<file path="src/rtl/spi_slave_ctrl_pkg.sv">
// Shared types and constants for the SPI slave front end.
// FSM state encoding, default widths and the RAM command codes.
package spi_pkg;

   localparam int FRAME_BITS_DEF = 10;
   localparam int DATA_BITS_DEF  = 8;

   localparam logic [1:0] CMD_WR_ADDR = 2'b00;
   localparam logic [1:0] CMD_WR_DATA = 2'b01;
   localparam logic [1:0] CMD_RD_ADDR = 2'b10;
   localparam logic [1:0] CMD_RD_DATA = 2'b11;

   typedef enum logic [2:0] {
      IDLE      = 3'd0,
      CHK_CMD   = 3'd1,
      WRITE     = 3'd2,
      READ_ADD  = 3'd3,
      READ_DATA = 3'd4
   } spi_state_e;

endpackage

</file>
<file path="src/rtl/spi_slave_ctrl_miso_serializer.sv">
// MISO serializer: loads one read byte per frame and shifts it out MSB first.
// sent_all_o is high once every bit has been driven (including the finishing edge).
module spi_miso_serializer
   import spi_pkg::*;
#(
   parameter int DATA_BITS = DATA_BITS_DEF
) (
   input  logic                 clk,
   input  logic                 rst_n,
   input  logic                 clear_i,
   input  logic                 load_i,
   input  logic [DATA_BITS-1:0] data_i,
   output logic                 miso_o,
   output logic                 sent_all_o
);

   localparam int BIT_W = (DATA_BITS > 1) ? $clog2(DATA_BITS) : 1;

   logic [DATA_BITS-1:0] sr_q, sr_d;
   logic [BIT_W-1:0]     cnt_q, cnt_d;
   logic                 miso_q, miso_d;
   logic                 active_q, active_d;
   logic                 done_q, done_d;
   logic                 finish_s;

   assign finish_s   = active_q && (cnt_q == {BIT_W{1'b0}});
   assign sent_all_o = done_q || finish_s;
   assign miso_o     = miso_q;

   // Next-state logic: first load wins, later loads in the same frame are ignored.
   always_comb begin
      sr_d     = sr_q;
      cnt_d    = cnt_q;
      miso_d   = miso_q;
      active_d = active_q;
      done_d   = done_q;
      if (clear_i) begin
         sr_d     = {DATA_BITS{1'b0}};
         cnt_d    = {BIT_W{1'b0}};
         miso_d   = 1'b0;
         active_d = 1'b0;
         done_d   = 1'b0;
      end else if (load_i && !active_q && !done_q) begin
         sr_d     = {data_i[DATA_BITS-2:0], 1'b0};
         cnt_d    = BIT_W'(DATA_BITS - 1);
         miso_d   = data_i[DATA_BITS-1];
         active_d = 1'b1;
      end else if (active_q) begin
         if (cnt_q != {BIT_W{1'b0}}) begin
            sr_d   = {sr_q[DATA_BITS-2:0], 1'b0};
            cnt_d  = cnt_q - BIT_W'(1);
            miso_d = sr_q[DATA_BITS-1];
         end else begin
            miso_d   = 1'b0;
            active_d = 1'b0;
            done_d   = 1'b1;
         end
      end else begin
         miso_d = 1'b0;
      end
   end

   // Serializer registers with synchronous active-low reset.
   always_ff @(posedge clk) begin
      if (!rst_n) begin
         sr_q     <= {DATA_BITS{1'b0}};
         cnt_q    <= {BIT_W{1'b0}};
         miso_q   <= 1'b0;
         active_q <= 1'b0;
         done_q   <= 1'b0;
      end else begin
         sr_q     <= sr_d;
         cnt_q    <= cnt_d;
         miso_q   <= miso_d;
         active_q <= active_d;
         done_q   <= done_d;
      end
   end

endmodule

</file>
<file path="src/rtl/spi_slave_ctrl.sv">
// SPI slave front end: deserialises MOSI command words for the RAM and returns read bytes on MISO.
// Optional abort strobe on frame_err is built only when SPI_FRAME_ERR_EN is defined.
module spi_slave_ctrl
   import spi_pkg::*;
#(
   parameter int FRAME_BITS = FRAME_BITS_DEF,
   parameter int DATA_BITS  = DATA_BITS_DEF
) (
   input  logic                  clk,
   input  logic                  rst_n,
   input  logic                  MOSI,
   input  logic                  SS_n,
   input  logic [DATA_BITS-1:0]  tx_data,
   input  logic                  tx_valid,
   output logic [FRAME_BITS-1:0] rx_data,
   output logic                  rx_valid,
   output logic                  MISO,
   output logic                  frame_err
);

   localparam int CNT_W = $clog2(FRAME_BITS + 1);
   localparam logic [CNT_W-1:0] CNT_LAST = CNT_W'(FRAME_BITS - 1);
   localparam logic [CNT_W-1:0] CNT_FULL = CNT_W'(FRAME_BITS);

   spi_state_e            state_q, state_d;
   logic [CNT_W-1:0]      cnt_q, cnt_d;
   logic [FRAME_BITS-1:0] shift_q, shift_d;
   logic [FRAME_BITS-1:0] rx_data_q, rx_data_d;
   logic                  rx_valid_q, rx_valid_d;
   logic                  rd_addr_seen_q, rd_addr_seen_d;
   logic [FRAME_BITS-1:0] frame_word_s;
   logic                  seen_set_s;
   logic                  load_s;
   logic                  clear_s;
   logic                  sent_all_s;

   assign frame_word_s = {shift_q[FRAME_BITS-2:0], MOSI};
   assign load_s  = (state_q == READ_DATA) && !SS_n && tx_valid && (cnt_q == CNT_FULL);
   assign clear_s = (state_q != READ_DATA) || SS_n;

   // FSM next state, bit counter, shift register and word hand-off to the RAM.
   always_comb begin
      state_d    = state_q;
      cnt_d      = cnt_q;
      shift_d    = shift_q;
      rx_data_d  = rx_data_q;
      rx_valid_d = 1'b0;
      seen_set_s = 1'b0;
      case (state_q)
         IDLE: begin
            cnt_d = {CNT_W{1'b0}};
            if (!SS_n) begin
               state_d = CHK_CMD;
            end else begin
               state_d = IDLE;
            end
         end
         CHK_CMD: begin
            if (SS_n) begin
               state_d = IDLE;
               cnt_d   = {CNT_W{1'b0}};
            end else begin
               shift_d = frame_word_s;
               cnt_d   = CNT_W'(1);
               if (!MOSI) begin
                  state_d = WRITE;
               end else if (rd_addr_seen_q) begin
                  state_d = READ_DATA;
               end else begin
                  state_d = READ_ADD;
               end
            end
         end
         WRITE, READ_ADD, READ_DATA: begin
            if (SS_n) begin
               state_d = IDLE;
               cnt_d   = {CNT_W{1'b0}};
            end else if (cnt_q != CNT_FULL) begin
               shift_d = frame_word_s;
               cnt_d   = cnt_q + CNT_W'(1);
               if (cnt_q == CNT_LAST) begin
                  rx_data_d  = frame_word_s;
                  rx_valid_d = 1'b1;
                  seen_set_s = (state_q == READ_ADD);
               end else begin
                  rx_valid_d = 1'b0;
               end
            end else begin
               state_d = state_q;
            end
         end
         default: begin
            state_d = IDLE;
            cnt_d   = {CNT_W{1'b0}};
         end
      endcase
      if (seen_set_s) begin
         rd_addr_seen_d = 1'b1;
      end else if (sent_all_s) begin
         rd_addr_seen_d = 1'b0;
      end else begin
         rd_addr_seen_d = rd_addr_seen_q;
      end
   end

   // Control and output registers with synchronous active-low reset.
   always_ff @(posedge clk) begin
      if (!rst_n) begin
         state_q        <= IDLE;
         cnt_q          <= {CNT_W{1'b0}};
         shift_q        <= {FRAME_BITS{1'b0}};
         rx_data_q      <= {FRAME_BITS{1'b0}};
         rx_valid_q     <= 1'b0;
         rd_addr_seen_q <= 1'b0;
      end else begin
         state_q        <= state_d;
         cnt_q          <= cnt_d;
         shift_q        <= shift_d;
         rx_data_q      <= rx_data_d;
         rx_valid_q     <= rx_valid_d;
         rd_addr_seen_q <= rd_addr_seen_d;
      end
   end

   assign rx_data  = rx_data_q;
   assign rx_valid = rx_valid_q;

   spi_miso_serializer #(
      .DATA_BITS (DATA_BITS)
   ) u_miso (
      .clk        (clk),
      .rst_n      (rst_n),
      .clear_i    (clear_s),
      .load_i     (load_s),
      .data_i     (tx_data),
      .miso_o     (MISO),
      .sent_all_o (sent_all_s)
   );

`ifdef SPI_FRAME_ERR_EN
   logic abort_s;
   logic frame_err_q, frame_err_d;

   assign abort_s = (state_q != IDLE) && SS_n;

   // Flag an SS_n rise that cuts off the command word or the read byte.
   always_comb begin
      frame_err_d = 1'b0;
      if (abort_s) begin
         if (cnt_q != CNT_FULL) begin
            frame_err_d = 1'b1;
         end else if ((state_q == READ_DATA) && !sent_all_s) begin
            frame_err_d = 1'b1;
         end else begin
            frame_err_d = 1'b0;
         end
      end else begin
         frame_err_d = 1'b0;
      end
   end

   // Abort strobe register.
   always_ff @(posedge clk) begin
      if (!rst_n) begin
         frame_err_q <= 1'b0;
      end else begin
         frame_err_q <= frame_err_d;
      end
   end

   assign frame_err = frame_err_q;
`else
   assign frame_err = 1'b0;
`endif

endmodule
</file>
<file path="config.mk">
export PLATFORM = sky130hd
export DESIGN_NAME = spi_slave_ctrl
export DESIGN_NICKNAME = d
export VERILOG_FILES = /design/src/rtl/spi_slave_ctrl_pkg.sv /design/src/rtl/spi_slave_ctrl_miso_serializer.sv /design/src/rtl/spi_slave_ctrl.sv
export SDC_FILE = /design/constraint.sdc
export NUM_CORES = 1
export LEC_CHECK = 0
export BUFFER_PORTS_ARGS = -buffer_cell sky130_fd_sc_hd__buf_4
export CELL_PAD_IN_SITES_DETAIL_PLACEMENT = 1
export CELL_PAD_IN_SITES_GLOBAL_PLACEMENT = 1
export CORE_MARGIN = 4
export CORE_UTILIZATION = 25
export DETAILED_ROUTE_END_ITERATION = 7
export GPL_TIMING_DRIVEN = 0
export PLACE_DENSITY = 0.59
export SYNTH_ARGS = -nofsm -noshare
export SYNTH_HDL_FRONTEND = slang
export SYNTH_HIERARCHICAL = 1
export SYNTH_SLANG_ARGS = --single-unit
</file>
<file path="constraint.sdc">
create_clock -name clk -period 2.37 [get_ports clk]
set_input_delay 0.711 -clock clk [delete_from_list [all_inputs] [get_ports clk]]
set_output_delay 0.711 -clock clk [all_outputs]
set_load 0.03 [all_outputs]
</file>
# After elaboration in Yosys (flattened, before gate mapping)
# Cells that the tools add are included.
# W data, S select, Z words.
dict set report totals {
  reg_bits 41
  word_cells 90
}
dict set report classes {
  addsub 2
  n_eq_ne 13
  mux 33
  bitwise_logic 6
  n_reduce_logical 25
}
# operator n
set ops {}
lappend ops {{$mux W9} 3}
lappend ops {{$mux W8} 3}
lappend ops {{$mux W3} 7}
lappend ops {{$pmux W9 S2} 1}
lappend ops {{$mux W1} 15}
lappend ops {{$pmux W3 S3} 1}
lappend ops {{$eq A4 B4 Y1 const B} 2}
lappend ops {{$mux W4} 2}
lappend ops {{$ne A2 B2 Y1 const B} 4}
lappend ops {{$pmux W4 S2} 1}
lappend ops {{$reduce_and A4 Y1} 2}
lappend ops {{$reduce_bool A2 Y1} 4}
lappend ops {{$eq A3 B2 Y1 const B} 2}
lappend ops {{$logic_and A1 B1 Y1} 6}
lappend ops {{$logic_not A3 Y1} 2}
lappend ops {{$ne A3 B3 Y1 const B} 2}
lappend ops {{$not A1 Y1} 6}
lappend ops {{$add A4 B1 Y4 const B} 1}
lappend ops {{$ne A4 B4 Y1 const B} 1}
lappend ops {{$reduce_or A4 Y1} 1}
lappend ops {{$eq A3 B1 Y1 const B} 1}
lappend ops {{$eq A3 B3 Y1 const B} 1}
lappend ops {{$logic_not A1 Y1} 3}
lappend ops {{$reduce_and A3 Y1} 1}
lappend ops {{other kinds (6)} 7}

# Longest topological paths before layout
dict set report depth {
  word_depth 8
  depth_mapped 8
  mapped_depth_nobuf 8
}

# Cells and area by module
# The synthesis kept the hierarchy.
# mod n_inst cells_per_inst area_per_inst_um2 seq_area_each_um2
set modules_own_cells {}
lappend modules_own_cells {spi_slave_ctrl 1 141 1260.0 560.5}
lappend modules_own_cells {spi_miso_serializer 1 70 628.1 260.2}

# Worst setup path after synthesis
# No wires, ideal clock.
dict set report synth_path {
  kind {in2reg}
  from {input SS_n}
  to {register u_miso.sr_q[2]}
  arrival_time_ns 2.062
  required_ns 2.241
  setup_slack_ns 0.179
  stages 6
  path_buffers 1
  path_cell_list {or4b_1 -> buf_6 -> nor2_1 -> or3b_4 -> o21ai_2 -> o211ai_1}
}
# item line
set synth_rtl {}
lappend synth_rtl {{start, declared} spi_slave_ctrl.sv:12} ;# input logic SS_n,
lappend synth_rtl {{$logic_or A1 B1 Y1} spi_slave_ctrl.sv:39} ;# assign clear_s = (state_q != READ_DATA) || SS_n;
lappend synth_rtl {{net clear_s} spi_slave_ctrl.sv:34} ;# logic clear_s;
lappend synth_rtl {{$reduce_or A2 Y1 (no source line)} -}
lappend synth_rtl {{end signal, assigned} spi_slave_ctrl_miso_serializer.sv:66} ;# sr_q <= {DATA_BITS{1'b0}};
lappend synth_rtl {{end signal, assigned} spi_slave_ctrl_miso_serializer.sv:72} ;# sr_q <= sr_d;
lappend synth_rtl {{end, declared} spi_slave_ctrl_miso_serializer.sv:19} ;# logic [DATA_BITS-1:0] sr_q, sr_d;
# The timed path passes the listed nets, and every way through them passes these cells.
# A chain may end at the register's enable or synchronous reset.

# Worst setup path after layout
dict set report layout_path {
  from {input SS_n}
  to {register u_miso.cnt_q[1]}
}
# item line
set layout_rtl {}
lappend layout_rtl {{$logic_or A1 B1 Y1} spi_slave_ctrl.sv:39}
lappend layout_rtl {{net clear_s} spi_slave_ctrl.sv:34}
lappend layout_rtl {{$reduce_or A2 Y1 (no source line)} -}
lappend layout_rtl {{end signal, assigned} spi_slave_ctrl_miso_serializer.sv:67} ;# cnt_q <= {BIT_W{1'b0}};
lappend layout_rtl {{end signal, assigned} spi_slave_ctrl_miso_serializer.sv:73} ;# cnt_q <= cnt_d;
lappend layout_rtl {{end, declared} spi_slave_ctrl_miso_serializer.sv:20} ;# logic [BIT_W-1:0] cnt_q, cnt_d;
# The timed path passes the listed nets, and every way through them passes these cells.

==> impl_metrics.csv <==
group,metric,value,unit
yosys,avgSynthCellArea,8.95,um^2
setup_path,crit_path_start,"SS_n",
power,switching_share,0.226,
route,1st_pass_router_iterations,4,
setup_path,timing.critical_path.to,"u_miso/cnt_q[1]",
sta,finalCriticalPeriod,2.19,ns
yosys,synth_enable_flop_cells,0,
final_layout,layout-drive-gt1-share,0.203,
route,wl_per_cell,13.2,um
setup_path,critical_path.max_stage_delay,0.48,ns
cts,postCtsSetupRepairBufs,0,
cts,clock_sink_count,41,
floorplan,width_of_the_chip,94.9,um
place,gpl.final_weighted_congestion,0.754,
setup_path,rr_endpoint,"u_miso/cnt_q[1]",
setup_path,crit-reg2reg-launch,"state_q[1]",
grt,grt_max_degree,12,
route,drt-total-wl,4.49,mm
yosys,asyncSetResetFlopFracSynth,0,
cts,cts.clk_slew.worst_paths,0.08,ns
run_status,outcome,"finished clean",
run,cap_violations,0,
yosys,mappedNetlistArea,0.00189,mm^2
sta,final_min_period_over_clock_period,0.922,
cts,clkLatencyLatePin,0.29,ns
grt,first_global_vias,1626,
floorplan,core_area,0.00729,mm^2
sta,final.setup_skew,0.00545,ns
sta,final_hold_violating_endpoints,0,
sta,timing.fmax,457,MHz
setup_path,critical_path_class,"input port to register",
setup_path,cp_max_fo,9,
yosys,synth_sequential_area_ratio,0.435,
grt,grt.overflow.total,0,
route,antenna_left,0,
floorplan,area_of_the_die,0.00901,mm^2
power,p_sw,265,uW
sta,final_critical_path_setup_slack,0.184,ns
yosys,mappedNetlistNets,229,
setup_path,kind_of_end_point_of_the_critical_path,"register",
sta,timing.setup.tns,0,ns
sta,rsz0062_at_grt,"no",
cts,cts_hold_repair.buffers,0,
grt,grt_antenna_before_repair,0,
final_layout,finalNetCount,260,
cts,cts-root-to-sink-buffers,2,
floorplan,floorplan.initialDensity,0.259,
setup_path,r2r_cells,6,
hold_path,worst_hold_path_type,"register to register",
place,pre_cts_setup_slack,-0.156,ns
grt,groute.usage.overall,0.108,
sta,worst_pin_slew,0.511,ns
floorplan,top_level_ports,26,
route,drc_errors,0,
power,power.sequential.fraction,0.592,
cts,cts_resized,0,
power,worst_ir_drop_vdd,0.000168,V
power,intPower,909,uW
yosys,yosysMostFrequentCell,"dfxtp_1",
yosys,postSynthCellCount,211,
power,clock_power_share,0.361,
final_layout,final.fill_count,897,
yosys,synth_top_cells_by_count,"dfxtp_1, nand2_1, a21oi_1, nand3_1, o21ai_0",
cts,cts_made_buffers,5,
setup_path,worstPathCellList,"buf_4 > or4b_1 > buf_6 > nor2_1 > nor3b_4 > a21oi_2 > a221oi_2",
route,first_iter_violations,58,
sta,slew_headroom,0.659,
grt,grt_pass1_wl,7.67,mm
setup_path,cp_data_arrival_time,2.39,ns
cts,tritoncts,"built",
setup_path,cp-start-kind,"input port",
power,p_leak,0.881,nW
final_layout,antenna_cells,0,
floorplan,die_h,94.9,um
place,port-buffer-count,24,
cts,clock_tree.root_cell,"clkbuf_8",
yosys,ys_top_cells_by_area,"dfxtp_1, nand2_1, mux2i_1",
yosys,yosys.area.top_type,"dfxtp_1",
place,hpwl,3.30,mm
yosys,synth_flop_cell,"dfxtp_1",
setup_path,critical_path.slowest_cell,"or4b_1",
route,routed-via-count,1564,
power,share_comb_of_total_power,0.047,
yosys,synth_warnings,6,
sta,setup_viol_count_final,0,
power,power_density,518,mW/mm^2
cts,h-tree-depth,2,
setup_path,setup.reg_to_reg.worst_slack,0.31,ns
yosys,yosys.cell_types.count,46,
yosys,synth_top_area_share,0.435,
floorplan,num_rows,31,
route,drt-vias-per-instance,4.60,
setup_path,cp.required,2.58,ns
final_layout,flow.area_growth_from_synthesis,20.0,%
yosys,synth-seq-cells,41,
sta,finalMaxSlewViolations,0,
sequential cells by signal (all words and copies together) (netlist names):
register,flops
state_q,3
u_miso/miso_o,1
rx_data,10
u_miso/sr_q,7
cnt_q,4
rd_addr_seen_q,1
u_miso/done_q,1
u_miso/cnt_q,3
u_miso/active_q,1
shift_q,9
rx_valid,1
critical path, delay by kind of cell:
kind / cells / cell delay, ns
AOI/OAI and AO/OA: 2 / 0.34
buffers and inverters: 2 / 0.28
and+or+nand+nor: 3 / 1.05
metrics by stage:
stage	power [mW]	cells	area, um^2	hold WS, ns	utilization
6_report	1.17	340	2270	0.460	0.311
5_1_grt	1.24	340	2270	0.488	0.311
4_1_cts	1.20	340	2270	0.466	0.311
3_5_place_dp	0.767	334	2190	0.454	0.301
3_3_place_gp	0.767	334	2190	0.448	0.301
2_1_floorplan	0.740	211	1890	0.435	-
worst min-delay path by stage:
stage	startpoint	end	slack [ns]	depth (start not counted)
floorplan	shift_q[8]	rx_data[9]	0.43	2
global placement	rx_data[9]	rx_data[9]	0.45	2
detailed placement	shift_q[8]	rx_data[9]	0.45	2
CTS	shift_q[8]	rx_data[9]	0.47	2
global route	rx_data[8]	rx_data[8]	0.49	2
finish	shift_q[8]	rx_data[9]	0.46	2
cell usage in the layout, fill, tap and decap left out, types with 3 or more instances in the layout:
cell,count
ha_1,5
dfxtp_1,41
clkbuf_1,4
inv_1,7
nand4_1,4
a31oi_1,3
o211ai_1,4
o21ai_0,12
mux2i_1,11
buf_6,3
nand3_1,16
a21oi_1,16
clkbuf_8,5
nor2_1,8
buf_4,28
nand2_1,31
nand2b_1,4
power by group through the flow:
stage	Combinational [mW]	Sequential, mW	Clock [mW]
after CTS	0.0562	0.695	0.452
after global routing	0.0612	0.696	0.482
final	0.0551	0.695	0.424
after detailed placement	0.0558	0.711	0
after global placement	0.0554	0.712	0
after floorplan	0.0292	0.710	0
cell type report:
type                    instances  area, um^2  share of cell area
clock buffers                   5        68.8              0.0304
inverters                       7        26.3              0.0116
clock inverters                 1        5.00             0.00221
plain buffers                  14        92.6              0.0409
repair buffers                 24         180              0.0795
well taps                      99         124              0.0547
flip-flops and latches         41         821               0.362
multi-input cells             149         948               0.419
logic make-up after synthesis:
kind of cell / count (synthesis) / share of synthesized area
adder cells (fa/ha/maj): 5 / 0.0331
AND/OR/NAND/NOR: 81 / 0.235
multiplexers: 11 / 0.0583
AO/OA/AOI/OAI: 49 / 0.164
XOR/XNOR: 2 / 0.00928
buffers and inverters: 21 / 0.0630
other: 1 / 0.00199
flip-flops: 41 / 0.435
per-layer routing:
metal,part of all wire,GRT usage
met1,0.48,0.132
met2,0.47,0.181
met3,0.044,0.0359
met4,0.0071,0.0288
met5,0,0
Note: power is estimated with default switching activity, not from simulation.
